<file path="config.mk">
export PLATFORM = sky130hd
export DESIGN_NAME = matmul_ctrl
export DESIGN_NICKNAME = d
export VERILOG_FILES = /design/src/rtl/tpu_pkg.sv /design/src/rtl/mac_unit.sv /design/src/rtl/matmul_ctrl.sv
export SDC_FILE = /design/constraint.sdc
export NUM_CORES = 1
export LEC_CHECK = 0
export CAP_MARGIN = 0
export CORE_ASPECT_RATIO = 1.2
export CORE_MARGIN = 2
export CORE_UTILIZATION = 39
export DETAILED_ROUTE_END_ITERATION = 10
export GPL_ROUTABILITY_DRIVEN = 0
export MAX_ROUTING_LAYER = met4
export PLACE_DENSITY_LB_ADDON = 0.15
export SLEW_MARGIN = 20
export SYNTH_ARGS = -nofsm -noshare
export SYNTH_HDL_FRONTEND = slang
export SYNTH_SLANG_ARGS = --single-unit
</file>
<file path="constraint.sdc">
create_clock -name clk -period 15.2 [get_ports clk]
set_input_delay 1.52 -clock clk [delete_from_list [all_inputs] [get_ports clk]]
set_output_delay 1.52 -clock clk [all_outputs]
set_load 0.01 [all_outputs]
</file>
<file path="src/rtl/tpu_pkg.sv">
// tpu_pkg: shared state encoding, width derivations and result formatting for matmul_ctrl.
// Contents: state_t (LOAD, CALC, DONE), accw_f / iw_f width helpers, fmt result formatter.
// Build option: SATURATE_EN selects clamping in fmt; otherwise results wrap to OW bits.
package tpu_pkg;

    typedef enum logic [1:0] {LOAD, CALC, DONE} state_t;

    function automatic int accw_f(input int n, input int dw);
        return 2 * dw + $clog2(n);
    endfunction

    function automatic int iw_f(input int n);
        return $clog2(n * n);
    endfunction

    // The caller keeps the low ow bits of the return value.
    function automatic logic signed [63:0] fmt(input logic signed [63:0] v, input int ow);
`ifdef SATURATE_EN
        logic signed [63:0] hi;
        logic signed [63:0] lo;
        hi = (64'sd1 <<< (ow - 1)) - 64'sd1;
        lo = -(64'sd1 <<< (ow - 1));
        return v > hi ? hi : v < lo ? lo : v;
`else
        return v & ((64'sd1 <<< ow) - 64'sd1);
`endif
    endfunction

endpackage

</file>
<file path="src/rtl/mac_unit.sv">
// mac_unit: signed multiply-accumulate with clear-on-write and formatted result output.
// Ports: clk, rst_n (async active-low), clr (sync zero), en (accumulate this cycle),
//        last (final term: emit result and restart accumulation), a, b (DW-bit signed
//        operands), res (OW-bit fmt of acc + a*b, combinational).
// Build option: SATURATE_EN (through tpu_pkg::fmt).
module mac_unit import tpu_pkg::*; #(
    parameter int DW   = 8,
    parameter int OW   = 8,
    parameter int ACCW = 17
) (
    input  logic                 clk,
    input  logic                 rst_n,
    input  logic                 clr,
    input  logic                 en,
    input  logic                 last,
    input  logic signed [DW-1:0] a,
    input  logic signed [DW-1:0] b,
    output logic signed [OW-1:0] res
);

    logic signed [ACCW-1:0] acc;
    logic signed [ACCW-1:0] prod;
    logic signed [ACCW-1:0] sum;

    assign prod = ACCW'(a) * ACCW'(b);
    assign sum  = acc + prod;
    assign res  = OW'(fmt(64'(sum), OW));

    always_ff @(posedge clk or negedge rst_n) begin
        if (!rst_n)
            acc <= '0;
        else if (clr)
            acc <= '0;
        else if (en)
            acc <= last ? '0 : sum;
    end

endmodule

</file>
<file path="src/rtl/matmul_ctrl.sv">
// matmul_ctrl: N x N signed matrix multiply controller, C = A x B, one MAC per cycle.
// Ports: clk, rst_n (async active-low); load_en/load_sel_ab/load_index/in_data write A (0)
//        or B (1) row-major; clear aborts to LOAD; output_en/output_sel read C through
//        out_data (0 outside DONE); load_ready/busy/done flag LOAD/CALC/DONE.
// Build option: SATURATE_EN clamps results instead of wrapping.
module matmul_ctrl import tpu_pkg::*; #(
    parameter  int N    = 2,
    parameter  int DW   = 8,
    parameter  int OW   = 8,
    localparam int ACCW = accw_f(N, DW),
    localparam int IW   = iw_f(N)
) (
    input  logic                 clk,
    input  logic                 rst_n,
    input  logic                 load_en,
    input  logic                 load_sel_ab,
    input  logic [IW-1:0]        load_index,
    input  logic signed [DW-1:0] in_data,
    input  logic                 clear,
    input  logic                 output_en,
    input  logic [IW-1:0]        output_sel,
    output logic signed [OW-1:0] out_data,
    output logic                 load_ready,
    output logic                 busy,
    output logic                 done
);

    localparam int NN = N * N;
    localparam int CW = $clog2(N);

    state_t state, next;
    logic signed [DW-1:0] a_mem [NN];
    logic signed [DW-1:0] b_mem [NN];
    logic signed [OW-1:0] c_mem [NN];
    logic signed [OW-1:0] res;
    logic [NN-1:0] a_valid, b_valid;
    logic [CW-1:0] i, j, k;
    logic [IW-1:0] a_idx, b_idx, c_idx;
    logic full, k_end, j_end, i_end, wr;

    assign full  = &a_valid && &b_valid;
    assign k_end = k == CW'(N - 1);
    assign j_end = j == CW'(N - 1);
    assign i_end = i == CW'(N - 1);
    // Once the masks are full the start is committed, so further writes are dropped.
    assign wr    = state == LOAD && !full && load_en && !clear && 32'(load_index) < NN;
    assign a_idx = IW'(int'(i) * N + int'(k));
    assign b_idx = IW'(int'(k) * N + int'(j));
    assign c_idx = IW'(int'(i) * N + int'(j));

    assign load_ready = state == LOAD;
    assign busy       = state == CALC;
    assign done       = state == DONE;
    assign out_data   = (output_en && state == DONE && 32'(output_sel) < NN) ? c_mem[output_sel] : '0;

    always_ff @(posedge clk or negedge rst_n) begin
        if (!rst_n)
            state <= LOAD;
        else
            state <= next;
    end

    always_comb begin
        next = state;
        if (clear)
            next = LOAD;
        else if (state == LOAD && full)
            next = CALC;
        else if (state == CALC && k_end && j_end && i_end)
            next = DONE;
    end

    always_ff @(posedge clk or negedge rst_n) begin
        if (!rst_n) begin
            for (int n = 0; n < NN; n++) begin
                a_mem[n] <= '0;
                b_mem[n] <= '0;
            end
            a_valid <= '0;
            b_valid <= '0;
        end else if (clear) begin
            a_valid <= '0;
            b_valid <= '0;
        end else if (wr) begin
            if (load_sel_ab) begin
                b_mem[load_index]   <= in_data;
                b_valid[load_index] <= 1'b1;
            end else begin
                a_mem[load_index]   <= in_data;
                a_valid[load_index] <= 1'b1;
            end
        end
    end

    // Counters idle at zero outside CALC and wrap back to zero after the final MAC.
    always_ff @(posedge clk or negedge rst_n) begin
        if (!rst_n) begin
            i <= '0;
            j <= '0;
            k <= '0;
            for (int n = 0; n < NN; n++)
                c_mem[n] <= '0;
        end else if (clear) begin
            i <= '0;
            j <= '0;
            k <= '0;
            for (int n = 0; n < NN; n++)
                c_mem[n] <= '0;
        end else if (state == CALC) begin
            k <= k_end ? '0 : k + CW'(1);
            if (k_end) begin
                c_mem[c_idx] <= res;
                j <= j_end ? '0 : j + CW'(1);
                if (j_end)
                    i <= i_end ? '0 : i + CW'(1);
            end
        end
    end

    mac_unit #(.DW(DW), .OW(OW), .ACCW(ACCW)) u_mac (
        .clk   (clk),
        .rst_n (rst_n),
        .clr   (clear || state != CALC),
        .en    (state == CALC),
        .last  (k_end),
        .a     (a_mem[a_idx]),
        .b     (b_mem[b_idx]),
        .res   (res)
    );

endmodule

</file>
After elaboration in Yosys (flattened, before gate mapping)
Cells that the tools add are included.
- register bits after elaboration: 126
- input port bits: 18
- output and inout port bits: 11
- logic and storage cells: 126
- add/sub/neg operators: 7
- multipliers: 1
- $lt $le $gt $ge: 9
- equality and inequality tests: 4
- multiplexer cells: 46
- bitwise operators: 9
- reduce and logical (&&, ||, !) cells: 31
- operators by type and width (cell ; number):
    32-bit bitwise mux ; 3
    32-bit 2-to-1 mux ; 3
    8-bit 2-to-1 mux ; 9
    17-bit 2-to-1 mux ; 3
    8-bit binary-select mux with 2-bit select ; 3
    8-bit demux with 2-bit select ; 2
    4-bit 2-to-1 mux ; 6
    17-bit adder ; 1
    8-bit by 8-bit multiplier with 16-bit output ; 1
    3-bit >= comparator, second input constant ; 5
    2-bit NOT with 3-bit output ; 5
    1-bit 2-to-1 mux ; 13
    1-bit logical AND ; 12
    2-bit nonzero test ; 6
    3-bit AND reduction ; 3
    4-bit OR ; 2
    4-bit AND reduction ; 2
    2-bit by 1-bit adder with 2-bit output ; 3
    3-bit by 1-bit less-than comparator with 1-bit output, second input constant ; 2
    2-bit 2-to-1 mux ; 3
    2-bit AND reduction ; 3
    2-bit by 1-bit != test with 1-bit output, second input constant ; 2
    1-bit adder, second input constant ; 3
    2-bit by 3-bit less-than comparator with 1-bit output, second input constant ; 1
    other kinds (9) ; 11

Depth between registers and ports, before layout
- depth after elaboration: 11
- gate-level depth with buffers: 21
- mapped depth without buffers: 19

Hierarchy
Synthesis repeated with hierarchy kept, for this count alone.
- cell total of the unflattened synthesis: 544
- area total of the unflattened synthesis: 6525.0 um2
- modules (own cells, without submodules) (module ; instances ; cells an instance ; area each (um2) ; seq. area each (um2)):
    matmul_ctrl ; 1 ; 385 ; 5069.9 ; 2727.6
    mac_unit ; 1 ; 159 ; 1455.1 ; 200.2

Least setup slack after synthesis
OpenSTA, ideal clock, no wires.
- path kind: register to register
- from: register k
- to: register c_mem[23] in the netlist's numbering
- setup time: 0.078 ns
- arrival: 4.816 ns
- required time: 15.122 ns
- slack: 10.306 ns
- stages on the path, launching flop included: 18
- path buffers: 1
- period minus slack after synthesis: 4.894 ns
- cells stage by stage: dfrtp_1 buf_6 mux4_2 and2_1 fa_1 ha_1 inv_1 fa_1 fa_1 inv_1 ha_1 a21oi_1 xor2_1 xnor2_2 xnor3_2 xnor2_2 nand3_1 a21oi_1
- word-level cells in the longest chain between the ends: 11
- elaborated cells on any way between the ends: 18
- those cells by class: add/sub (3); mul (1); mux (10); bitwise (2); reduce/logical (2)
- ends and longest elaborated chain (what ; RTL line ; RTL):
    from (decl) ; matmul_ctrl.sv:37 ; logic [CW-1:0] i, j, k;
    from (signal assigned) ; matmul_ctrl.sv:110 ; k <= k_end ? '0 : k + CW'(1);
    2-bit by 1-bit adder with 2-bit output, on equally long branches ; matmul_ctrl.sv:47, matmul_ctrl.sv:48 ;
    2-bit NOT with 3-bit output, on equally long branches ; matmul_ctrl.sv:126, matmul_ctrl.sv:127 ;
    8-bit binary-select mux with 2-bit select, on equally long branches ; matmul_ctrl.sv:126, matmul_ctrl.sv:127 ;
    8-bit 2-to-1 mux, on equally long branches (2 in series) ; matmul_ctrl.sv:126, matmul_ctrl.sv:127 ;
    8-bit by 8-bit multiplier with 16-bit output ; mac_unit.sv:25 ; assign prod = ACCW'(a) * ACCW'(b);
    17-bit adder ; mac_unit.sv:26 ; assign sum = acc + prod;
    32-bit bitwise mux ; matmul_ctrl.sv:112 ; c_mem[c_idx] <= res;
    32-bit 2-to-1 mux ; matmul_ctrl.sv:111 ; if (k_end) begin
    32-bit 2-to-1 mux ; matmul_ctrl.sv:109 ; end else if (state == CALC) begin
    32-bit 2-to-1 mux ; matmul_ctrl.sv:103 ; end else if (clear) begin
    to (signal, indexed assignment) ; matmul_ctrl.sv:112 ;
    to (decl) ; matmul_ctrl.sv:34 ; logic signed [OW-1:0] c_mem [NN];
Several ways; a longest one is shown, not always the timed one. The select of a mux whose other input is x is not followed.
A chain may end at the register's enable or synchronous reset.

Final worst setup path
- from: register j
- to: register c_mem[23] in the netlist's numbering
- word-level cells in the longest chain between the ends: 11
- elaborated cells on any way between the ends: 18
- those cells by class: add/sub (3); mul (1); order compare (2); mux (9); bitwise (2); reduce/logical (1)
- ends and longest elaborated chain (what ; RTL line ; RTL):
    from (decl) ; matmul_ctrl.sv:37 ;
    from (signal assigned) ; matmul_ctrl.sv:113 ; j <= j_end ? '0 : j + CW'(1);
    2-bit by 1-bit adder with 2-bit output ; matmul_ctrl.sv:48 ; assign b_idx = IW'(int'(k) * N + int'(j));
    2-bit NOT with 3-bit output (implied by the code) ; matmul_ctrl.sv:127 ; .b (b_mem[b_idx]),
    8-bit binary-select mux with 2-bit select ; matmul_ctrl.sv:127 ;
    8-bit 2-to-1 mux (implied by the code) (2 in series) ; matmul_ctrl.sv:127 ;
    8-bit by 8-bit multiplier with 16-bit output ; mac_unit.sv:25 ;
    17-bit adder ; mac_unit.sv:26 ;
    32-bit bitwise mux (*) ; matmul_ctrl.sv:112 ;
    32-bit 2-to-1 mux (*) ; matmul_ctrl.sv:111 ;
    32-bit 2-to-1 mux (*) ; matmul_ctrl.sv:109 ;
    32-bit 2-to-1 mux (*) ; matmul_ctrl.sv:103 ;
Mark *: on every way between the ends. The rest lies on a longest branch, timed or not. The select of a mux whose other input is x is not followed.

==> metrics.md <==
| Metric | Value |
|---|---|
| Status | complete, no violations |
| Syn Inst Count | 508 |
| Post-Route Utilization | 0.463 |
| Initial antenna violation count | 0 |
| Async SR Flop Fraction | 1.00 |
| Placed Area | 0.00683 mm2 |
| Critical Path RT | 15.53 ns |
| Synth top area share | 0.463 |
| Vias | 3944 |
| GRT Total Usage | 0.181 |
| CTS tree | yes |
| Placed insts | 736 |
| CP Class | register to register |
| Register area share after synthesis | 0.463 |
| Crit path depth | 17 |
| Maximum vdd ir drop | 0.0000820 V |
| Main synth FF type | dfrtp_1 |
| IO Count | 29 |
| Grt met1 use | 0.230 |
| Pwr Density | 159 mW/mm2 |
| Setup bufs post-CTS | 0 |
| Die width | 120 um |
| Slew @ Worst Pin | 1.00 ns |
| Final Hold Vio Count | 0 |
| Crit. End Element | register |
| Synth top area cells | dfrtp_1 (46%), mux2_2 (11%), mux4_2 (8.2%), ha_1 (5.1%), fa_1 (4.1%) |
| Clk buf depth | 2 |
| Seq cells post-synth | 117 |
| Tcrit/Tclk final | 0.356 |
| Worst setup path endpoint | c_mem[23]$_DFFE_PN0P_ |
| Total negative slack | 0 ns |
| Die height | 144 um |
| Met3 GRT Util | 0.0349 |
| Most frequent cells after synthesis | dfrtp_1 (117), mux2_2 (64), nor2_1 (42), inv_1 (29), ha_1 (26) |
| Fin area | 0.00745 mm2 |
| Starting Density | 0.394 |
| DRT iter0 DRCs | 180 |
| Final WS setup | 9.79 ns |
| CP Launch Point | j$_DFFE_PN0P_ |
| Critical path fanouts, max | 13 |
| CTS root buffer | clkbuf_16 |
| Clk_lat worst skew | 0.43 ns |
| Delay of the slowest critical-path stage | 0.63 ns |
| Post-DR wirelength/cell | 18.0 um |
| Fin crit period | 5.41 ns |
| First-pass GRT wire length | 23.0 mm |
| Layout cells sized above 1 | 0.245 |
| Drt drc | 0 |
| Netlist cell types | 44 |
| Cts bufs inserted | 17 |
| Worst r2r src | j$_DFFE_PN0P_ |
| WP data arrival | 5.74 ns |
| Overall Power | 1.18 mW |
| Post-DP HPWL | 9.54 mm |
| H-tree depth | 4 |
| Startpoint Class | register |
| FMAX | 185 MHz |
| Mapped Area | 0.00633 mm2 |
| Worst path bufs/invs | 3 |
| PostCTS Resize Cnt | 0 |
| WL final | 13.8 mm |
| Slew Limit Fails | 0 |
| Most common cell in the netlist | dfrtp_1 |
| GR peak layer | met2 |
| EDFF count, synth | 0 |
| GR Util met2 | 0.290 |
| I/O Buffers | 28 |
| Reg2Reg Capture Point | c_mem[23]$_DFFE_PN0P_ |
| 1st-pass router iterations | 4 |
| Ys Warns | 0 |
| Post-route ant nets | 0 |
| Reg2reg setup slack | 9.79 ns |
| Core box area | 0.0161 mm2 |
| Average size of a mapped cell | 12.5 um2 |
| Vias per cell | 5.14 |
| CP max stage cell | mux4_2 |
| CP top delay family | adder cells |
| Slew margin rel. | 0.328 |
| Clock transition at path regs | 0.06 ns |
| HP Class | register to register |
| CP cell instances | buf_4, mux4_2, and2_1, fa_1, ha_1, inv_1, fa_1, fa_1, inv_1, ha_1, a21oi_1, xor2_1, xnor2_2, xnor3_2, xnor2_2, nand3_1, a21oi_1 |
| Hold buffers post-CTS | 0 |
| Worst r2r path cells | 17 |
| Fin cells | 768 |
| Max-Cap Viols | 0 |
| Leakage power | 3.39 nW |
| Ant. Diodes | 0 |
| Clock sinks | 117 |
| Hold WS | 0.498 ns |
| Pre-CTS worst setup slack | 9.77 ns |
| Filler cell count | 1476 |
| Final setup fails | 0 |
| Dominant cell type by area after synthesis | dfrtp_1 |
| P&R area growth vs syn | 17.7% |
| Pin count of the biggest net entering global routing | 67 |
| Fin nets | 600 |
| Die Area | 0.0173 mm2 |
| Post-Route Skew | 0.0215 ns |
| Most used cell along the critical path | fa_1 |
| Syn Nets | 565 |
| Row count | 51 |
| Vias in the first global route | 4181 |
| RSZ-0062 raised after global routing | false |
| Overflow after GRT | 0 |
==> worst min path at each step <==
stage	start	end	slack (ns)	cells past startpoint
floorplan	b_valid[0]$_DFFE_PN0P_	b_valid[0]$_DFFE_PN0P_	0.46	2
global route	a_mem[23]$_DFFE_PN0P_	a_mem[23]$_DFFE_PN0P_	0.51	1
CTS	a_mem[23]$_DFFE_PN0P_	a_mem[23]$_DFFE_PN0P_	0.50	1
finish	a_mem[23]$_DFFE_PN0P_	a_mem[23]$_DFFE_PN0P_	0.50	1
global placement	a_mem[31]$_DFFE_PN0P_	a_mem[31]$_DFFE_PN0P_	0.48	1
detailed placement	a_mem[23]$_DFFE_PN0P_	a_mem[23]$_DFFE_PN0P_	0.48	1
==> final cells by class <==
| type | count | area, um2 | area share |
|---|---|---|---|
| Clock buffer | 21 | 470 | 0.0632 |
| Clock inverter | 11 | 148 | 0.0198 |
| Inverter | 30 | 113 | 0.0151 |
| Multi-Input combinational cell | 344 | 3210 | 0.431 |
| Sequential cell | 117 | 2930 | 0.393 |
| Tap cell | 212 | 265 | 0.0356 |
| Timing Repair Buffer | 33 | 315 | 0.0423 |
==> registers in the layout, summed over array words and instances, names as in the netlist <==
register,count
a_mem,32
b_mem,32
c_mem,32
u_mac.acc,8
a_valid,4
b_valid,4
state,2
i,1
j,1
k,1
==> power breakdown <==
group,internal [mW],switching [mW]
Combinational,0.185,0.193
Sequential,0.359,0.0230
Clock,0.271,0.149
Total,0.816,0.365
==> kinds of logic after synthesis <==
kind of cell	after synthesis	synth area share
xor gates and xnor gates	25	0.0393
DFF	117	0.463
buffers and inverters	47	0.0318
muxes	102	0.222
and+or+nand+nor	137	0.110
adders and majority gates	39	0.0925
AOI/OAI and AO/OA	41	0.0413
==> layout by cell type, fill, tap and decap left out, types with 9 or more instances in the layout <==
master,n
a21oi_1,22
and2_1,23
and3_1,11
clkbuf_16,17
clkdlybuf4s50_1,27
dfrtp_1,117
fa_1,13
ha_1,26
inv_1,29
mux2_2,64
mux2i_1,14
mux4_2,23
nand2_1,24
nand3_1,9
nor2_1,42
nor2b_1,11
xnor2_1,15
==> per-layer routing <==
metal  vias up  share of wire
met5         -              0
met4         0          0.019
met3        22          0.020
met2        47           0.50
met1      2028           0.46
li1       1847              -
(Power assumes the default switching activity.)
